### config.mk
export PLATFORM = sky130hd
export DESIGN_NAME = mips_cpu_control_fsm
export DESIGN_NICKNAME = d
export VERILOG_FILES = /design/src/rtl/mips_cpu_pkg.sv /design/src/rtl/mips_cpu_instr_class.sv /design/src/rtl/mips_cpu_control_fsm.sv
export SDC_FILE = /design/constraint.sdc
export NUM_CORES = 1
export LEC_CHECK = 0
export BUFFER_PORTS_ARGS = -buffer_cell sky130_fd_sc_hd__buf_2
export CELL_PAD_IN_SITES_DETAIL_PLACEMENT = 1
export CELL_PAD_IN_SITES_GLOBAL_PLACEMENT = 1
export CORE_MARGIN = 4
export CORE_UTILIZATION = 32
export DETAILED_ROUTE_END_ITERATION = 7
export GPL_TIMING_DRIVEN = 1
export PLACE_DENSITY_LB_ADDON = 0.1
export SLEW_MARGIN = 20
export SYNTH_ARGS = -nofsm -noshare
export SYNTH_HDL_FRONTEND = slang
export SYNTH_HIERARCHICAL = 1
export SYNTH_SLANG_ARGS = --single-unit
### constraint.sdc
create_clock -name clk -period 4.35 [get_ports clk]
set_clock_uncertainty 0.1 [all_clocks]
set_input_delay 0.6525 -clock clk [delete_from_list [all_inputs] [get_ports clk]]
set_output_delay 0.6525 -clock clk [all_outputs]
set_load 0.05 [all_outputs]
### src/rtl/mips_cpu_pkg.sv
// Shared types and encodings for the multicycle MIPS control unit.
// States, opcodes, function codes, ALU and mux select encodings.
package mips_cpu_pkg;

    typedef enum logic [3:0] {
        S_FETCH  = 4'd0,
        S_DECODE = 4'd1,
        S_EXEC   = 4'd2,
        S_MEM    = 4'd3,
        S_WB     = 4'd4,
        S_HALT   = 4'd5,
        S_TRAP   = 4'd6
    } state_t;

    typedef enum logic [3:0] {
        C_RARITH, C_IMM, C_LUI, C_LOAD, C_STORE,
        C_BRANCH, C_JUMP, C_JUMPREG, C_ILLEGAL
    } iclass_t;

    typedef enum logic [1:0] {
        ALU_ADD   = 2'd0,
        ALU_SUB   = 2'd1,
        ALU_FUNCT = 2'd2,
        ALU_LUI   = 2'd3
    } aluop_t;

    localparam logic [5:0] OP_RTYPE = 6'h00;
    localparam logic [5:0] OP_J     = 6'h02;
    localparam logic [5:0] OP_JAL   = 6'h03;
    localparam logic [5:0] OP_BEQ   = 6'h04;
    localparam logic [5:0] OP_BNE   = 6'h05;
    localparam logic [5:0] OP_ADDIU = 6'h09;
    localparam logic [5:0] OP_LUI   = 6'h0F;
    localparam logic [5:0] OP_LW    = 6'h23;
    localparam logic [5:0] OP_SW    = 6'h2B;

    localparam logic [5:0] FN_JR   = 6'h08;
    localparam logic [5:0] FN_JALR = 6'h09;
    localparam logic [5:0] FN_ADDU = 6'h21;
    localparam logic [5:0] FN_SUBU = 6'h23;
    localparam logic [5:0] FN_AND  = 6'h24;
    localparam logic [5:0] FN_OR   = 6'h25;
    localparam logic [5:0] FN_XOR  = 6'h26;
    localparam logic [5:0] FN_SLT  = 6'h2A;
    localparam logic [5:0] FN_SLTU = 6'h2B;

    localparam logic [1:0] PCS_ALU    = 2'd0;
    localparam logic [1:0] PCS_ALUOUT = 2'd1;
    localparam logic [1:0] PCS_JUMP   = 2'd2;
    localparam logic [1:0] PCS_RS     = 2'd3;

    localparam logic [1:0] SRCB_B     = 2'd0;
    localparam logic [1:0] SRCB_4     = 2'd1;
    localparam logic [1:0] SRCB_IMM   = 2'd2;
    localparam logic [1:0] SRCB_IMMSH = 2'd3;

    localparam logic [1:0] RD_RT = 2'd0;
    localparam logic [1:0] RD_RD = 2'd1;
    localparam logic [1:0] RD_RA = 2'd2;

endpackage

### src/rtl/mips_cpu_instr_class.sv
// Opcode/function decode into an instruction class.
// Jump forms fold into ILLEGAL when jumps are not built in.
module mips_cpu_instr_class
    import mips_cpu_pkg::*;
#(
    parameter int HAS_JUMPS = 1
) (
    input  logic [5:0] opcode_i,
    input  logic [5:0] fncode_i,
    output iclass_t    class_o
);

    localparam iclass_t JCLS  = (HAS_JUMPS != 0) ? C_JUMP : C_ILLEGAL;
    localparam iclass_t JRCLS = (HAS_JUMPS != 0) ? C_JUMPREG : C_ILLEGAL;

    // classify the instruction held in IR
    always_comb begin
        class_o = C_ILLEGAL;
        unique case (opcode_i)
            OP_RTYPE: begin
                unique case (fncode_i)
                    FN_ADDU, FN_SUBU, FN_AND, FN_OR,
                    FN_XOR, FN_SLT, FN_SLTU: class_o = C_RARITH;
                    FN_JR, FN_JALR:          class_o = JRCLS;
                    default:                 class_o = C_ILLEGAL;
                endcase
            end
            OP_ADDIU:       class_o = C_IMM;
            OP_LUI:         class_o = C_LUI;
            OP_LW:          class_o = C_LOAD;
            OP_SW:          class_o = C_STORE;
            OP_BEQ, OP_BNE: class_o = C_BRANCH;
            OP_J, OP_JAL:   class_o = JCLS;
            default:        class_o = C_ILLEGAL;
        endcase
    end

endmodule

### src/rtl/mips_cpu_control_fsm.sv
// Multicycle MIPS control FSM with memory stall, halt and trap handling.
// Strobes are forced low while reset is asserted.
module mips_cpu_control_fsm
    import mips_cpu_pkg::*;
#(
    parameter int ALUOP_W     = 4,
    parameter int MEM_TIMEOUT = 0,
    parameter int HAS_JUMPS   = 1
) (
    input  logic               clk,
    input  logic               reset_n,
    input  logic [5:0]         opcode,
    input  logic [5:0]         fncode,
    input  logic               waitrequest,
    input  logic               pc_is_zero,
    output logic [1:0]         regdst,
    output logic               regwrite,
    output logic               iord,
    output logic               irwrite,
    output logic               pcwrite,
    output logic               pcwritecond,
    output logic               branch_ne,
    output logic [1:0]         pcsource,
    output logic               memread,
    output logic               memwrite,
    output logic               memtoreg,
    output logic [ALUOP_W-1:0] aluop,
    output logic               alusrca,
    output logic [1:0]         alusrcb,
    output logic [3:0]         state_o,
    output logic               active,
    output logic               trap
);

    localparam int CW = (MEM_TIMEOUT > 1) ? $clog2(MEM_TIMEOUT + 1) : 1;

    state_t         state_q, state_d;
    logic [CW-1:0]  cnt_q, cnt_d;
    iclass_t        cls;
    aluop_t         alu_e;
    logic           mem_wait;
    logic           timeout;

    mips_cpu_instr_class #(.HAS_JUMPS(HAS_JUMPS)) u_class (
        .opcode_i (opcode),
        .fncode_i (fncode),
        .class_o  (cls)
    );

    assign mem_wait = waitrequest &&
                      (state_q == S_FETCH || state_q == S_MEM);
    assign timeout  = (MEM_TIMEOUT > 0) && mem_wait &&
                      (cnt_q == CW'(MEM_TIMEOUT - 1));

    assign state_o = state_q;
    assign active  = !(state_q == S_HALT || state_q == S_TRAP);
    assign trap    = (state_q == S_TRAP);
    assign aluop   = ALUOP_W'(alu_e);

    // state and stall counter registers
    always_ff @(posedge clk or negedge reset_n) begin
        if (!reset_n) begin
            state_q <= S_FETCH;
            cnt_q   <= '0;
        end else begin
            state_q <= state_d;
            cnt_q   <= cnt_d;
        end
    end

    // next-state sequencing and stall counting
    always_comb begin
        state_d = state_q;
        unique case (state_q)
            S_FETCH: begin
                if (pc_is_zero)        state_d = S_HALT;
                else if (timeout)      state_d = S_TRAP;
                else if (!waitrequest) state_d = S_DECODE;
            end
            S_DECODE: state_d = (cls == C_ILLEGAL) ? S_TRAP : S_EXEC;
            S_EXEC: begin
                unique case (cls)
                    C_RARITH, C_IMM, C_LUI: state_d = S_WB;
                    C_LOAD, C_STORE:        state_d = S_MEM;
                    default:                state_d = S_FETCH;
                endcase
            end
            S_MEM: begin
                if (timeout)           state_d = S_TRAP;
                else if (!waitrequest) state_d = (cls == C_LOAD) ? S_WB : S_FETCH;
            end
            S_WB:    state_d = S_FETCH;
            S_HALT:  state_d = S_HALT;
            S_TRAP:  state_d = S_TRAP;
            default: state_d = S_FETCH;
        endcase
        if (state_d != state_q) cnt_d = '0;
        else if (mem_wait)      cnt_d = cnt_q + CW'(1);
        else                    cnt_d = cnt_q;
    end

    // per-state datapath strobes
    always_comb begin
        regdst      = RD_RT;
        regwrite    = 1'b0;
        iord        = 1'b0;
        irwrite     = 1'b0;
        pcwrite     = 1'b0;
        pcwritecond = 1'b0;
        branch_ne   = 1'b0;
        pcsource    = PCS_ALU;
        memread     = 1'b0;
        memwrite    = 1'b0;
        memtoreg    = 1'b0;
        alu_e       = ALU_ADD;
        alusrca     = 1'b0;
        alusrcb     = SRCB_B;
        if (reset_n) begin
            unique case (state_q)
                S_FETCH: begin
                    if (!pc_is_zero) begin
                        memread = 1'b1;
                        alusrcb = SRCB_4;
                        if (!waitrequest) begin
                            irwrite = 1'b1;
                            pcwrite = 1'b1;
                        end
                    end
                end
                S_DECODE: alusrcb = SRCB_IMMSH;
                S_EXEC: begin
                    unique case (cls)
                        C_RARITH: begin
                            alusrca = 1'b1;
                            alu_e   = ALU_FUNCT;
                        end
                        C_IMM, C_LOAD, C_STORE: begin
                            alusrca = 1'b1;
                            alusrcb = SRCB_IMM;
                        end
                        C_LUI: begin
                            alu_e   = ALU_LUI;
                            alusrcb = SRCB_IMM;
                        end
                        C_BRANCH: begin
                            alusrca     = 1'b1;
                            alu_e       = ALU_SUB;
                            pcwritecond = 1'b1;
                            pcsource    = PCS_ALUOUT;
                            branch_ne   = (opcode == OP_BNE);
                        end
                        C_JUMP: begin
                            pcwrite  = 1'b1;
                            pcsource = PCS_JUMP;
                            if (opcode == OP_JAL) begin
                                regwrite = 1'b1;
                                regdst   = RD_RA;
                            end
                        end
                        C_JUMPREG: begin
                            pcwrite  = 1'b1;
                            pcsource = PCS_RS;
                            if (fncode == FN_JALR) begin
                                regwrite = 1'b1;
                                regdst   = RD_RD;
                            end
                        end
                        default: ;
                    endcase
                end
                S_MEM: begin
                    iord     = 1'b1;
                    memread  = (cls == C_LOAD);
                    memwrite = (cls == C_STORE);
                end
                S_WB: begin
                    regwrite = 1'b1;
                    regdst   = (opcode == OP_RTYPE) ? RD_RD : RD_RT;
                    memtoreg = (cls == C_LOAD);
                end
                default: ;
            endcase
        end
    end

endmodule

# After elaboration in Yosys (flattened, before gate mapping)
# Cells that the tools add are included.
[totals]
regBits = 4
output_inout_bits = 26
[op_classes]
reduce_logical = 15
n_mux = 55
n_eq_ne = 33
[ops]
columns = ["op", "n"]
rows = [
  ["== test 6 bit, second input constant", 9],
  ["2-to-1 mux 1 bit", 29],
  ["== test 4 x 3 -> 1 bit, second input constant", 7],
  ["case mux 4 bit (7 select lines)", 1],
  ["== test 6 x 4 -> 1 bit, second input constant", 4],
  ["case mux 4 bit (6 select lines)", 1],
  ["case mux 2 bit (3 select lines)", 3],
  ["== test 4 x 2 -> 1 bit, second input constant", 4],
  ["2-to-1 mux 2 bit", 8],
  ["== test 6 x 2 -> 1 bit, second input constant", 2],
  ["== test 6 x 3 -> 1 bit, second input constant", 2],
  ["2-to-1 mux 4 bit", 3],
  ["OR reduction 2 bit", 5],
  ["== test 4 x 1 -> 1 bit, second input constant", 2],
  ["zero test 4 bit", 2],
  ["case mux 1 bit (2 select lines)", 4],
  ["case mux 2 bit (2 select lines)", 2],
  ["case mux 4 bit (2 select lines)", 1],
  ["OR reduction 7 bit", 1],
  ["zero test 6 bit", 1],
  ["2-to-1 mux 3 bit", 2],
  ["case mux 3 bit (2 select lines)", 1],
  ["OR reduction 5 bit", 1],
  ["== test 4 bit, second input constant", 1],
  ["7 further kinds", 7],
]

# Depth between registers and ports, before layout
# Gate-level depths: netlist of run 1.
[depth]
depth_word = 9
mapped_depth = 9
mapped_depth_nobuf = 8

# Hierarchy
# The synthesis of run 1 kept the hierarchy.
[modules_own_cells]
columns = ["module", "cells_each", "instances", "area_each_um2", "seq_area_each_um2"]
rows = [
  ["mips_cpu_control_fsm", 88, 1, 609.3, 75.1],
  ["mips_cpu_instr_class", 34, 1, 197.7, 0.0],
]

# Worst setup path before layout of run 1
# No wires, ideal clock.
[synth_timing]
path_kind = "input -> output"
startpoint = "in fncode[1]"
endpoint = "out branch_ne"
required_time_ps = 3597
setup_slack_ps = 33
stages = 8
n_path_buf = 0
arrival_ps = 3564
path_cell_list = "nand2b_1 nand2b_1 o2111a_1 a311o_1 nor3b_2 nand2_1 nor3_1 and2_1"
[synth_between]
elab_chain_len = 8
elab_cells_between_ends = 17
cone_classes = "10 x eq/ne; 5 x mux; 2 x reduce/logical"
[synth_rtl]
columns = ["element", "line", "text"]
rows = [
  ["start, declared", "mips_cpu_control_fsm.sv:13", "input logic [5:0] fncode,"],
  ["== test 6 bit / == test 6 x 4 -> 1 bit (equally long branches)", "mips_cpu_instr_class.sv:21", "unique case (fncode_i)"],
  ["OR reduction 7 bit / OR reduction 2 bit (equally long branches)", "mips_cpu_instr_class.sv:21", ""],
  ["case mux 4 bit (2 select lines) (*)", "mips_cpu_instr_class.sv:21", ""],
  ["case mux 4 bit (7 select lines) (*)", "mips_cpu_instr_class.sv:19", "unique case (opcode_i)"],
  ["net cls[3]", "mips_cpu_control_fsm.sv:39", "iclass_t cls;"],
  ["== test 4 x 3 -> 1 bit (*)", "mips_cpu_control_fsm.sv:132", "unique case (cls)"],
  ["2-to-1 mux 1 bit (*)", "mips_cpu_control_fsm.sv:132", ""],
  ["2-to-1 mux 1 bit (*)", "mips_cpu_control_fsm.sv:119", "unique case (state_q)"],
  ["2-to-1 mux 1 bit (*)", "mips_cpu_control_fsm.sv:118", "if (reset_n) begin"],
  ["end, declared", "mips_cpu_control_fsm.sv:22", "output logic branch_ne,"],
]
# Mark *: on every way through the listed nets, which the timed path passes. The rest lies on a longest branch.

# Worst setup path in the final report of run 1
[layout_timing]
startpoint = "in fncode[2]"
endpoint = "out branch_ne"
# Same word-level chain as after synthesis.

==> impl_metrics.csv, run 1 <==
group,metric,value,unit
yosys,synth_most_common_cell,"nor2_1",
global_routing,overflow,0,
cts,holdBufCountCts,0,
sta,fmax,278.9,MHz
cells_and_area,multi_input_area,638.1,µm²
cts,path_clk_slew,0.04,ns
detailed_routing,post_drt_wl_per_cell,14.05,µm
yosys,yosys.area.top_type,"dfrtp_1",
setup_path,end_kind,"primary output",
yosys,postSynth.asyncResetShare,100.0,%
global_routing,met3_usage,2.004,%
setup_path,cp_top_family,"simple AND/OR/NAND/NOR gates",
cts,clock_sinks,3,
setup_path,cp_cell_sequence,"buf_2 -> nor3_1 -> nand2b_1 -> o2111a_1 -> a311o_1 -> nor3b_2 -> nand2_1 -> nor3_1 -> and2_1 -> buf_2",
yosys,syn_inst,122,
global_routing,grt_pass1_wl,4381,µm
global_routing,grt_max_degree,17,
yosys,syn_area_per_cell,6.615,µm²
sta,fin_crit_sh,82.43,%
cells_and_area,area.sequential,75.07,µm²
setup_path,critPathKind,"primary input to primary output",
global_routing,grt_pass1_vias,978,
sta,tns,0,ns
yosys,yosysSeqAreaShare,9.302,%
detailed_routing,drc,0,
pwr,p_leak,0.4786,nW
cts,h-tree-depth,1,
pwr,ir_drop,325.7,µV
worst_hold_path,min_path_type,"primary input to async pin",
placed_design,placed_cells,183,
floorplan,core_area,2297,µm²
yosys,dominantRegCellSynth,"dfrtp_1",
setup_path,critical-path-max-stage-delay,0.39,ns
sta,setup_viol,0,
placed_design,place.port_buffers,38,
status,outcome,"finished, final reports clean",
yosys,synth_commonest_cells,"nor2_1 (15), nand2_1 (10), nor3_1 (9)",
global_routing,grt_usage,15.98,%
setup_path,crit_path_start_kind,"primary input",
cells_and_area,fill_cells,338,
cells_and_area,layout.cells.non_filler,187,
detailed_routing,drtAntennaViolNets,0,
cts,clock_path_buffers,2,
cts,insertion_delay,0.24,ns
sta,slew_viol_final,0,
yosys,ys_ff_latch,3,
floorplan,pin_count,42,
cells_and_area,largest_reg_flops,3,
detailed_routing,drt-pass1-iter-count,4,
sta,fin_crit,3.586,ns
yosys,syn_area,807.0,µm²
yosys,synth_cell_types,43,
setup_path,crit_buf_inv,2,
setup_path,crit_path_top_delay_cell,"a311o_1",
global_routing,antenna_found_initial,0,
cells_and_area,finalNetCount,176,
detailed_routing,drt_iter0_markers,29,
cts,cts_tree,"done",
detailed_routing,drt_wl_total,2628,µm
cells_and_area,synthToLayoutAreaGrowth,22.33,%
yosys,synth_edf_count,0,
setup_path,crit_required,3.60,ns
detailed_routing,routed_via_density,5.460,
yosys,synth_area_leaders,"dfrtp_1 (9.3%), nor2_1 (7.0%), nor3_1 (5.6%)",
pwr,p_total,0.4507,mW
sta,rsz0062_at_grt,"no",
sta,worst_pin_slew,0.8457,ns
cts,cts_resized,0,
placed_design,dp_hpwl,2136,µm
global_routing,grt_util_met2,25.32,%
global_routing,use_met1,22.75,%
yosys,yosysTopAreaCellShare,9.302,%
floorplan,rows,17,
cts,cts_inserted_buffers,3,
setup_path,worstPathArrival,2.83,ns
global_routing,grt-busiest-layer,"met2",
cts,post_cts_buffers,0,
yosys,ys.warnings.count,6,
cells_and_area,drive_gt1_share,32.70,%
placed_design,gp_congestion,0.7619,
floorplan,die_area,3390,µm²
sta,relSlewSlack,43.62,%
cts,root_buffer,"clkbuf_4",
sta,hold_viol,0,
floorplan,die_w,58.22,µm
floorplan,start_util,35.13,%
floorplan,die_height,58.22,µm
detailed_routing,num_vias,1021,
cells_and_area,diodes,0,
run,maxCapViolations,0,
setup_path,worst-path-max-fanout,5,
pwr,powerDensity,456.5,nW/µm²
==> power by group <==
group	internal, mW	switching (mW)
registers	0.0416	0.0491
clock network	0.0344	0.0154
logic	0.0979	0.212
total	0.174	0.277
==> cells in the final DEF, fill, tap and decap left out, types with 2 or more instances in the layout <==
| cell | Yosys | layout |
|---|---|---|
| nor3_1 | 9 | 9 |
| and3_1 | 3 | 3 |
| nor2_1 | 15 | 15 |
| inv_1 | 4 | 4 |
| nand2b_1 | 6 | 6 |
| a32oi_1 | 2 | 2 |
| or2_2 | 2 | 2 |
| clkbuf_4 | 0 | 3 |
| conb_1 | 1 | 3 |
| nand2_1 | 10 | 10 |
| nand3b_1 | 2 | 2 |
| and2_1 | 3 | 3 |
| o41ai_1 | 2 | 2 |
| o21ai_0 | 6 | 6 |
| nand3_1 | 8 | 8 |
| a21oi_1 | 8 | 8 |
| a31oi_1 | 4 | 4 |
| buf_2 | 0 | 38 |
| dfrtp_1 | 3 | 3 |
| nor2b_1 | 4 | 4 |
==> metal layers <==
metal  vias to the layer above  share of wire, %
met5                         -                 0
met4                         0              0.72
met3                         2               7.2
met2                        34                44
met1                       467                48
li1                        518                 -
==> stage by stage <==
| step | instance area [µm²] | utilization, % | hold WS [ns] | worst slack [ns] |
|---|---|---|---|---|
| after floorplan | 814.5 | - | 0.2569 | 0.03320 |
| after global placement | 960.9 | 41.83 | 0.3744 | 0.7776 |
| after detailed placement | 960.9 | 41.83 | 0.3763 | 0.7518 |
| after CTS | 987.2 | 42.97 | 0.1200 | 0.7379 |
| after global routing | 987.2 | 42.97 | 0.1236 | 0.5235 |
| final | 987.2 | 42.97 | 0.1249 | 0.7644 |
==> final cells by class <==
type                    instances  area share (%)
repair buffers                 39           20.03
multi-input cells             109           64.64
flip-flops and latches          3           7.605
well taps                      28           3.549
clock buffers                   4           2.662
inverters                       4           1.521
==> worst register-to-register path: stages (launching register included) <==
cell	delay (ns)
dfrtp_1	0.60
nand2b_1	0.14
or4_1	0.41
a31oi_1	0.19
o32a_2	0.17
==> cells by family (layout without fill, tap and decap cells) <==
kind of cell	count (synthesis)	count (layout)	share of synthesized area, %
AND/OR/NAND/NOR	76	76	52.87
AO/OA/AOI/OAI	29	29	23.72
flip-flops	3	3	9.302
XOR/XNOR	1	1	1.085
other	1	3	0.4647
buffers and inverters	12	47	12.56
==> path summary, 6_finish.rpt <==
path	start	to	slack (ns)	cells after the start
min in group clk	waitrequest	state_o[0]$_DFFE_PN0P_	0.65	3
setup / recovery	fncode[2]	branch_ne	0.76	10
setup reg to reg	state_o[1]$_DFFE_PN0P_	state_o[2]$_DFFE_PN0P_	2.68	4
hold reg to reg	state_o[0]$_DFFE_PN0P_	state_o[0]$_DFFE_PN0P_	0.69	2
max in group asynchronous	reset_n	state_o[0]$_DFFE_PN0P_	3.88	1
hold / removal	reset_n	state_o[1]$_DFFE_PN0P_	0.12	1
(Power assumes the default switching activity.)
==> run 2, diff against run 1 <==
- ABC_AREA: not set -> 1
- CORE_UTILIZATION: 32 -> 25
- clock period: 4.35 -> 3.1 ns (I/O delays scaled with it)
==> impl_metrics.csv, run 2 <==
group,metric,value,unit
placed_design,dp_slack,0.3195,ns
yosys,yosysSeqAreaShare,9.077,%
cts,post_cts_buffers,0,
floorplan,die_area,4292,µm²
floorplan,core_area,3103,µm²
yosys,ys.warnings.count,6,
setup_path,worst-path-max-fanout,8,
cts,clock_path_buffers,2,
global_routing,grt-busiest-layer,"met2",
pwr,swShare,64.52,%
yosys,yosysTopAreaCellShare,19.97,%
worst_hold_path,min_path_type,"primary input to register",
cts,h-tree-depth,1,
yosys,synth_area_leaders,"nand2_1 (20%), inv_1 (16%), nor2_1 (14%)",
yosys,syn_inst,169,
detailed_routing,drc,0,
setup_path,critPathMostFrequentCell,"nand2_1",
global_routing,met3_usage,1.026,%
setup_path,crit_path_start_kind,"primary input",
yosys,synth_most_common_cell,"nand2_1",
cells_and_area,finalNetCount,228,
floorplan,start_util,26.65,%
floorplan,rows,20,
sta,fin_crit_sh,90.85,%
placed_design,gp_congestion,0.9219,
yosys,yosys.area.top_type,"nand2_1",
status,outcome,"finished, final reports clean",
run,maxCapViolations,0,
detailed_routing,drt-pass1-iter-count,4,
yosys,syn_area_per_cell,4.894,µm²
setup_path,end_kind,"primary output",
global_routing,use_met1,20.12,%
setup_path,crit_buf_inv,4,
floorplan,die_height,65.52,µm
global_routing,grt_pass1_wl,4892,µm
floorplan,pin_count,42,
global_routing,grt_usage,13.81,%
cts,root_buffer,"clkbuf_4",
sta,fmax,355.1,MHz
sta,tns,0,ns
sta,hold_viol,0,
yosys,dominantRegCellSynth,"dfrtp_1",
detailed_routing,num_vias,1142,
cells_and_area,drive_gt1_share,27.01,%
yosys,syn_area,827.0,µm²
cts,path_clk_slew,0.04,ns
yosys,synth_commonest_cells,"nand2_1 (44), inv_1 (35), nor2_1 (30)",
placed_design,place.port_buffers,38,
setup_path,worstPathArrival,2.25,ns
sta,hold-worst-slack,0.4472,ns
sta,setup_ws,0.2837,ns
placed_design,placed_cells,250,
cells_and_area,synthToLayoutAreaGrowth,32.22,%
detailed_routing,post_drt_wl_per_cell,11.48,µm
setup_path,cp_top_family,"simple AND/OR/NAND/NOR gates",
cells_and_area,mostFrequentLayoutCell,"nand2_1",
setup_path,critical-path-max-stage-delay,0.27,ns
pwr,ir_drop,173.1,µV
sta,fin_crit,2.816,ns
global_routing,grt_pass1_vias,1135,
global_routing,antenna_found_initial,0,
pwr,p_int,0.2088,mW
cts,cts_inserted_buffers,3,
cells_and_area,layout.cells.non_filler,255,
cts,cts_tree,"done",
yosys,ys_ff_latch,3,
yosys,synth_cell_types,21,
pwr,powerDensity,538.0,nW/µm²
setup_path,cp_cell_sequence,"buf_2 -> nor2_2 -> nand3_1 -> nand2_1 -> nor2_1 -> nand2_1 -> nand2_1 -> inv_1 -> nand2_1 -> inv_1 -> nand2_1 -> o21ai_0 -> nand2_1 -> a21oi_1 -> buf_2",
cells_and_area,diodes,0,
pwr,p_leak,0.6933,nW
cells_and_area,fill_cells,493,
global_routing,grt_max_degree,10,
sta,rsz0062_at_grt,"no",
pwr,seq_power_share,15.9,%
detailed_routing,drt_iter0_markers,48,
pwr,pwr-share-comb,72.6,%
pwr,clkPwrFrac,11.5,%
pwr,p_sw,0.3796,mW
cts,clock_sinks,3,
sta,slew_viol_final,0,
placed_design,dp_hpwl,2581,µm
cts,insertion_delay,0.23,ns
cells_and_area,largest_reg_flops,3,
cells_and_area,final_cell_mix,"nand2_1 (44), buf_2 (38), inv_1 (35)",
detailed_routing,drt_wl_total,2928,µm
yosys,postSynth.asyncResetShare,100.0,%
floorplan,die_w,65.52,µm
detailed_routing,routed_via_density,4.478,
pwr,p_total,0.5883,mW
setup_path,crit_path_top_delay_cell,"buf_2",
sta,setup_viol,0,
global_routing,overflow,0,
setup_path,critPathKind,"primary input to primary output",
global_routing,grt_util_met2,22.00,%
setup_path,crit_required,2.53,ns
yosys,synth_edf_count,0,
detailed_routing,drtAntennaViolNets,0,
==> run 2: cell types whose count changed in the layout (fill, tap and decap cells not counted), sizes merged, moves of 6 or more <==
| cell | previous run | this run |
|---|---|---|
| nand2b | 6 | 0 |
| inv | 4 | 36 |
| nor2 | 15 | 38 |
| nand4 | 0 | 8 |
| nand2 | 11 | 47 |
| nand3 | 8 | 16 |
==> run 2: final timing paths <==
path | start | endpoint | slack [ns] | cells past startpoint
worst max register to register | state_o[1]$_DFFE_PN0P_ | state_o[0]$_DFFE_PN0P_ | 1.72 | 6
worst max-delay path | opcode[3] | alusrcb[1] | 0.28 | 15
max in group asynchronous | reset_n | state_o[2]$_DFFE_PN0P_ | 2.29 | 2
worst min-delay path | waitrequest | state_o[0]$_DFFE_PN0P_ | 0.45 | 3
worst min register to register | state_o[0]$_DFFE_PN0P_ | state_o[0]$_DFFE_PN0P_ | 0.68 | 4
min in group asynchronous | reset_n | state_o[0]$_DFFE_PN0P_ | 0.48 | 2
==> run 2: routing by layer <==
layer	vias to the layer above	part of all wire (%)	wire [µm]
li1	604	-	-
met1	505	52	1513
met2	33	42	1224
met3	0	6.5	190
met4	0	0	0
met5	-	0	0
==> run 2: area by class of cell <==
class	count	area, µm²	area share (%)
Sequential cell	3	75.07	6.865
Inverter	36	135.1	12.36
Clock buffer	4	26.28	2.403
Timing Repair Buffer	39	200.2	18.31
Tap cell	44	55.05	5.034
Multi-Input combinational cell	129	601.8	55.03
==> run 2: power groups by stage <==
stage | clock, mW | combinational (mW) | sequential [mW]
floorplan | 0 | 0.267 | 0.149
global placement | 0 | 0.420 | 0.0941
detailed placement | 0 | 0.427 | 0.0937
CTS | 0.0698 | 0.430 | 0.0937
global route | 0.0701 | 0.470 | 0.0970
finish | 0.0677 | 0.427 | 0.0934
==> run 2: repair_timing <==
item / in CTS / in global routing
hold buffers: 1 / 0
resized for setup: 0 / 0
endpoints found under the hold margin: 3 / 0
==> run 2: worst register-to-register path, stage by stage, from the launching register on <==
cell     delay [ns]
dfrtp_1        0.45
nor2_1         0.21
nand2_1        0.11
nor2_2         0.20
o21ai_2        0.09
nand2_1        0.07
nand2_1        0.05
==> run 2: cells by family (layout without fill, tap and decap cells) <==
group	after synthesis	count (layout)	synth area share (%)
other cells	1	3	0.4534
compound gates	8	8	5.446
simple gates	118	118	65.96
flops	3	3	9.077
buf+inv	39	79	19.06
==> run 2: stage by stage <==
step | area, µm² | utilization (%)
final | 1094 | 35.24
after global routing | 1094 | 35.24
after detailed placement | 1057 | 34.07
after global placement | 1057 | 34.07
after CTS | 1094 | 35.24
after floorplan | 834.6 | -
